===== config.mk =====
export PLATFORM = sky130hd
export DESIGN_NAME = cpu_sequencer_flat
export DESIGN_NICKNAME = d
export VERILOG_FILES = /design/src/rtl/cpu_pkg.sv /design/src/rtl/cpu_sequencer_if.sv /design/src/rtl/cpu_sequencer.sv /design/src/flat_wrapper.sv
export SDC_FILE = /design/constraint.sdc
export NUM_CORES = 1
export LEC_CHECK = 0
export CAP_MARGIN = 10
export CORE_UTILIZATION = 25
export DETAILED_ROUTE_END_ITERATION = 8
export PLACE_DENSITY = 0.54
export SETUP_SLACK_MARGIN = 0.15
export SLEW_MARGIN = 20
export SYNTH_ARGS = -nofsm -noshare
export SYNTH_HDL_FRONTEND = slang
export SYNTH_SLANG_ARGS = --single-unit

===== constraint.sdc =====
create_clock -name clk -period 3.46 [get_ports clk]
set_input_delay 0.692 -clock clk [delete_from_list [all_inputs] [get_ports clk]]
set_output_delay 0.692 -clock clk [all_outputs]
set_load 0.01 [all_outputs]

===== src/rtl/cpu_pkg.sv =====
// Shared definitions for the 4-opcode CPU: opcodes, ALU selects,
// instruction fields, sequencer states. Option: SINGLE_STEP_EN.
package cpu_pkg;

  localparam logic [3:0] OP_LOAD = 4'h0;
  localparam logic [3:0] OP_MOV  = 4'h1;
  localparam logic [3:0] OP_ADD  = 4'h2;
  localparam logic [3:0] OP_XOR  = 4'h3;
  localparam logic [3:0] OP_HALT = 4'hF;

  typedef enum logic [1:0] {
    PASS_B = 2'd0,
    ADD    = 2'd1,
    XOR    = 2'd2
  } alu_sel_e;

  localparam int OPC_MSB = 15;
  localparam int OPC_LSB = 12;
  localparam int RX_MSB  = 11;
  localparam int RX_LSB  = 8;
  localparam int RY_MSB  = 7;
  localparam int RY_LSB  = 4;
  localparam int IMM_MSB = 7;
  localparam int IMM_LSB = 0;

  typedef enum logic [2:0] {
    S_IDLE,
    S_FETCH,
    S_DECODE,
    S_EXEC,
    S_WB,
    S_HALTED
`ifdef SINGLE_STEP_EN
    , S_WAIT_STEP
`endif
  } seq_state_e;

endpackage


===== src/rtl/cpu_sequencer_if.sv =====
// Instruction-memory fetch handshake between sequencer
// (master) and instruction memory (slave).
interface cpu_sequencer_if #(
  parameter int PC_W    = 8,
  parameter int INSTR_W = 16
);
  logic               req;
  logic [PC_W-1:0]    addr;
  logic               ack;
  logic [INSTR_W-1:0] rdata;

  modport master (
    output req,
    output addr,
    input  ack,
    input  rdata
  );

  modport slave (
    input  req,
    input  addr,
    output ack,
    output rdata
  );
endinterface


===== src/rtl/cpu_sequencer.sv =====
// FETCH/DECODE/EXEC/WB sequencer with pc and IR.
// Option: SINGLE_STEP_EN adds a step input and WAIT_STEP state.
module cpu_sequencer
  import cpu_pkg::*;
#(
  parameter int              PC_W     = 8,
  parameter logic [PC_W-1:0] RESET_PC = '0,
  parameter int              INSTR_W  = 16
) (
  input  logic            clk,
  input  logic            rst,
  input  logic            run,
`ifdef SINGLE_STEP_EN
  input  logic            step,
`endif
  cpu_sequencer_if.master imem,
  output logic [3:0]      opcode,
  output logic [3:0]      rx,
  output logic [3:0]      ry,
  output logic [7:0]      imm,
  input  logic            cu_reg_write_enable,
  output logic            rf_write_strobe,
  output logic [PC_W-1:0] pc,
  output logic            busy,
  output logic            halted
);

  seq_state_e         state;
  seq_state_e         state_nx;
  logic [INSTR_W-1:0] ir;
  logic               fetch_done;

  assign fetch_done = (state == S_FETCH) && imem.ack;

  always_ff @(posedge clk or posedge rst) begin
    if (rst) begin
      state <= S_IDLE;
    end else begin
      state <= state_nx;
    end
  end

  always_comb begin
    state_nx = state;
    unique case (state)
      S_IDLE: begin
        if (run) begin
`ifdef SINGLE_STEP_EN
          state_nx = S_WAIT_STEP;
`else
          state_nx = S_FETCH;
`endif
        end
      end
      S_FETCH: begin
        if (imem.ack) state_nx = S_DECODE;
      end
      S_DECODE: begin
        if (opcode == OP_HALT) begin
          state_nx = S_HALTED;
        end else begin
          state_nx = S_EXEC;
        end
      end
      S_EXEC: state_nx = S_WB;
      S_WB: begin
`ifdef SINGLE_STEP_EN
        state_nx = S_WAIT_STEP;
`else
        state_nx = run ? S_FETCH : S_IDLE;
`endif
      end
      S_HALTED: state_nx = S_HALTED;
`ifdef SINGLE_STEP_EN
      S_WAIT_STEP: begin
        if (step && run) state_nx = S_FETCH;
      end
`endif
      default: state_nx = S_IDLE;
    endcase
  end

  // IR and pc only move on the accepted fetch; stray acks are dropped
  always_ff @(posedge clk or posedge rst) begin
    if (rst) begin
      pc <= RESET_PC;
      ir <= '0;
    end else if (fetch_done) begin
      pc <= pc + PC_W'(1);
      ir <= imem.rdata;
    end
  end

  always_comb begin
    imem.req        = 1'b0;
    rf_write_strobe = 1'b0;
    busy            = 1'b1;
    halted          = 1'b0;
    unique case (state)
      S_IDLE:   busy = 1'b0;
      S_FETCH:  imem.req = 1'b1;
      S_WB:     rf_write_strobe = cu_reg_write_enable;
      S_HALTED: begin
        busy   = 1'b0;
        halted = 1'b1;
      end
`ifdef SINGLE_STEP_EN
      S_WAIT_STEP: busy = 1'b0;
`endif
      default: ;
    endcase
  end

  assign imem.addr = pc;

  assign opcode = ir[OPC_MSB:OPC_LSB];
  assign rx     = ir[RX_MSB:RX_LSB];
  assign ry     = ir[RY_MSB:RY_LSB];
  assign imm    = ir[IMM_MSB:IMM_LSB];

endmodule


===== src/flat_wrapper.sv =====
// flat-port wrapper written by rule: the top's interface ports become plain ports
module cpu_sequencer_flat import cpu_pkg::*;
#(
  parameter int              PC_W     = 8,
  parameter logic [PC_W-1:0] RESET_PC = '0,
  parameter int              INSTR_W  = 16
)
  (clk, rst, run, opcode, rx, ry, imm, cu_reg_write_enable, rf_write_strobe, pc, busy, halted, imem_req, imem_addr, imem_ack, imem_rdata);
  cpu_sequencer_if #(.PC_W(PC_W), .INSTR_W(INSTR_W)) imem_i ();
  input  logic clk;
  input  logic rst;
  input  logic run;
  output logic [3:0] opcode;
  output logic [3:0] rx;
  output logic [3:0] ry;
  output logic [7:0] imm;
  input  logic cu_reg_write_enable;
  output logic rf_write_strobe;
  output logic [PC_W-1:0] pc;
  output logic busy;
  output logic halted;
  output wire logic [$bits(imem_i.req)-1:0] imem_req;
  output wire logic [$bits(imem_i.addr)-1:0] imem_addr;
  input wire logic [$bits(imem_i.ack)-1:0] imem_ack;
  input wire logic [$bits(imem_i.rdata)-1:0] imem_rdata;
  assign imem_req = imem_i.req;
  assign imem_addr = imem_i.addr;
  assign imem_i.ack = imem_ack;
  assign imem_i.rdata = imem_rdata;
  cpu_sequencer #(.PC_W(PC_W), .RESET_PC(RESET_PC), .INSTR_W(INSTR_W)) u_core (.clk(clk), .rst(rst), .run(run), .imem(imem_i), .opcode(opcode), .rx(rx), .ry(ry), .imm(imm), .cu_reg_write_enable(cu_reg_write_enable), .rf_write_strobe(rf_write_strobe), .pc(pc), .busy(busy), .halted(halted));
endmodule

### Yosys cells after proc, flatten, opt, wreduce, memory -nomap -nowiden

Cells that the tools add are included.

* multipliers: 0
* shift operators: 0
* reductions and logical operators: 4
* equality and inequality tests: 8
* bitwise logic cells: 0
* order comparisons: 0
* divide/modulo/power cells: 0
* multiplexer cells: 9
* $add $sub $neg: 1

Operators by type and width (count)
* $pmux 3 s6: 1
* $mux 3: 3
* $add 8x1->8 const B: 1
* $eq 3x2->1 const B: 2
* $eq 3x3->1 const B: 2
* $mux 1: 5
* $eq 4x4->1 const B: 1
* $ne 2x2->1 const B: 2
* $eq 3x1->1 const B: 1
* $logic_not 3->1: 1
* $reduce_and 2->1: 1
* $reduce_or 2->1: 1
* $logic_and 1x1->1: 1

* memories kept: 0
* bits in writable memories: 0
* output and inout bits: 40
* input port bits: 21
* ROM bits: 0
* flip-flop bits (word level): 27
* bits in latches: 0

### Depth between registers and ports, before layout

* word-level depth: 3
* mapped depth: 6
* gate-level depth less buffers: 3

### Worst setup path before layout

OpenSTA, ideal clock, no wires.

* kind: input port to output port
* start point: input port cu_reg_write_enable
* end point: output port rf_write_strobe
* arrival time: 0.989 ns
* stages on the path: 2
* data required time: 2.768 ns
* path slack: 1.779 ns
* cells stage by stage: nand2_1 -> nor3_1

* longest elaborated chain between the ends: 1

RTL lines
* from (decl): line flat_wrapper.sv:17 `input logic cu_reg_write_enable;`
* $mux 1: line cpu_sequencer.sv:99 `unique case (state)`
* to (decl): line flat_wrapper.sv:18 `output logic rf_write_strobe;`

No other way between the ends.

### Worst setup path in the final report

Ends and elaborated chain as after synthesis.

==> results.py <==
metrics = {
    "detailed_routing": {
        "wire_per_inst_um": 11.60,
        "vias": 1007,
        "ant_nets": 0,
        "dr.pass1.iters": 2,
        "route.detailed.drc": 0,
        "wirelength_um": 2818,
        "first_iter_violations": 19,
        "vias_per_cell": 4.144,
    },
    "die": {
        "die_h_um": 73.31,
        "initial_utilization_pct": 26.39,
        "die-area_sq_um": 5374,
        "die_w_um": 73.31,
        "ios": 61,
        "core_sq_um": 4817,
        "rows": 25,
    },
    "yosys": {
        "ys.flop_type": "dfrtp_1",
        "synth_top_family_by_area": "simple AND/OR/NAND/NOR gates",
        "synthesis.area_sq_um": 1271,
        "synth_fa_ha_area_share_pct": 0.9843,
        "synthMuxAreaShare_pct": 0,
        "syn-num-nets": 153,
        "syn_avg_cell_area_sq_um": 9.704,
        "ys_seq_area_share_pct": 53.15,
        "synthSimpleGateAreaFrac_pct": 24.80,
        "postSynth.asyncResetShare_pct": 100.0,
        "netlist_instances": 131,
        "yosysUniqueCellTypes": 25,
        "synth_edf_count": 0,
        "synth_compound_area_share_pct": 3.642,
        "yosysWarnings": 0,
        "yosys_register_bits": 27,
        "synth-xor-area-share_pct": 6.102,
    },
    "timing": {
        "hold_violations": 0,
        "relSlewSlack_pct": 47.87,
        "max_freq_mhz": 387.7,
        "worst_slack_ns": 0.8809,
        "grt_setup_unrepaired": "false",
        "setup-tns-final_ns": 0,
        "tightest_slew_ns": 0.7775,
        "setup_viol": 0,
        "maxSlewViolCount": 0,
        "finalClockSkew_ns": 0.003281,
        "min_period_over_period_pct": 74.54,
        "period_needed_ns": 2.579,
    },
    "worst_hold_path": {
        "hold_class": "flop to flop",
    },
    "pwr": {
        "vdd.ir_drop.worst_uv": 260.8,
        "p_leak_nw": 0.8475,
        "power-per-cell-area_nw_per_um2": 797.8,
        "power_mw": 1.488,
    },
    "placement": {
        "pre_cts_ws_ns": 0.8742,
        "portBuffers": 60,
        "dpl.hpwl_um": 2028,
        "routabilityCongestion": 0.6843,
    },
    "setup_path": {
        "cp-start-kind": "input port",
        "crit_path_start": "cu_reg_write_enable",
        "endpoint": "rf_write_strobe",
        "required_ns": 2.77,
        "r2r_slack_ns": 1.73,
        "cp.arrival_ns": 1.89,
        "reg2reg_depth": 3,
        "crit_path_max_fanout": 1,
        "r2r_end": "u_core.ir[15]$_DFFE_PP0P_",
        "r2r_start": "u_core.state[2]$_DFFE_PP0P_",
        "end_kind": "output pin",
        "critPathKind": "input port to output pin",
    },
    "clock_tree": {
        "path_clk_slew_ns": 0.09,
        "insertion_delay_ns": 0.27,
        "cts-root-buf": "clkbuf_8",
        "cts_tree": "yes",
        "cts_buffer_depth": 2,
        "cts_buffers": 3,
        "hold_buffers": 0,
        "ctsHtreeMaxLevel": 1,
        "post_cts_buffers": 0,
        "cts_sinks": 27,
        "cts_resized": 0,
    },
    "cells_and_area": {
        "diodes": 0,
        "fin_nets": 199,
        "area_delta_synth_final_pct": 46.75,
        "layout-drive-gt1-share_pct": 4.545,
        "final_cell_mix": "60 x clkdlybuf4s50_1, 55 x nand2_1, 27 x dfrtp_1",
        "final_common_cell": "clkdlybuf4s50_1",
    },
    "global_routing": {
        "grt_pass1_vias": 971,
        "overflow": 0,
        "grt_pass1_wl_um": 4567,
        "grtUsageTotal_pct": 11.08,
        "antenna_found_initial": 0,
        "grt_max_degree": 28,
    },
    "job": {
        "drv_cap": 0,
    },
    "outcome": {
        "status": "complete, no violations",
    },
}
stage by stage:
stage	util, %	std cells	instance area, sq um	hold slack, ns
3_5_place_dp	37.77	239	1819	0.4702
3_3_place_gp	37.77	239	1819	0.4601
4_1_cts	38.73	243	1866	0.4921
5_1_grt	38.73	243	1866	0.5214
2_1_floorplan	-	131	1271	0.5112
6_report	38.73	243	1866	0.4812
cell type report:
class,instances,area (sq um)
Clock inverter,1,5.005
Tap cell,67,83.83
Inverter,2,7.507
Fill cell,510,2952
Clock buffer,3,41.29
Sequential cell,27,675.6
Multi-Input combinational cell,83,451.7
Timing Repair Buffer,60,600.6
worst max-delay path, stage by stage:
cell	delay [ns]
clkdlybuf4s50_1	0.45
nand2_1	0.05
nor3_1	0.13
clkdlybuf4s50_1	0.56
Yosys cell counts (2+ instances only):
library cell	n	share of area, %
and3_1	2	0.98
nand2_1	55	16
dfrtp_1	27	53
xnor2_1	7	4.8
inv_1	2	0.59
nand4_1	3	1.5
buf_2	4	1.6
buf_4	12	7.1
nor3_1	2	0.79
buf_6	2	1.8
worst min path at each step:
stage / startpoint / end / slack (ns) / cells past startpoint
finish: u_core.ir[9]$_DFFE_PP0P_ / u_core.ir[9]$_DFFE_PP0P_ / 0.48 / 2
global placement: u_core.ir[8]$_DFFE_PP0P_ / u_core.ir[8]$_DFFE_PP0P_ / 0.46 / 2
detailed placement: u_core.ir[9]$_DFFE_PP0P_ / u_core.ir[9]$_DFFE_PP0P_ / 0.47 / 2
floorplan: u_core.ir[10]$_DFFE_PP0P_ / u_core.ir[10]$_DFFE_PP0P_ / 0.51 / 2
global route: u_core.ir[9]$_DFFE_PP0P_ / u_core.ir[9]$_DFFE_PP0P_ / 0.52 / 2
CTS: u_core.ir[9]$_DFFE_PP0P_ / u_core.ir[9]$_DFFE_PP0P_ / 0.49 / 2
cells by family (layout without fill, tap and decap cells):
logic type      count (synthesis)  after routing
simple gates                   68             68
flops                          27             27
buf+inv                        21             66
xor+xnor                        8              8
compound gates                  6              6
fa+ha+maj                       1              1
sequential cells by signal (all words and copies together) (netlist names):
register          flops
u_core.imem.addr      8
u_core.ir            16
u_core.state          3
metal layers:
| layer | vias to the layer above | share of wire (%) | track usage [%] |
|---|---|---|---|
| li1 | 496 | - | - |
| met1 | 470 | 45 | 13.96 |
| met3 | 2 | 6.9 | 2.606 |
| met2 | 39 | 47 | 18.62 |
| met4 | 0 | 0.78 | 3.846 |
| met5 | - | 0 | 0 |
report_power, final:
part	internal [mW]	switching [mW]	leakage, nW
logic	0.425	0.303	0.480
registers	0.444	0.140	0.342
clock network	0.0805	0.0954	0.0255
total	0.950	0.539	0.847
No activity file was read; power rests on OpenSTA's default activity.
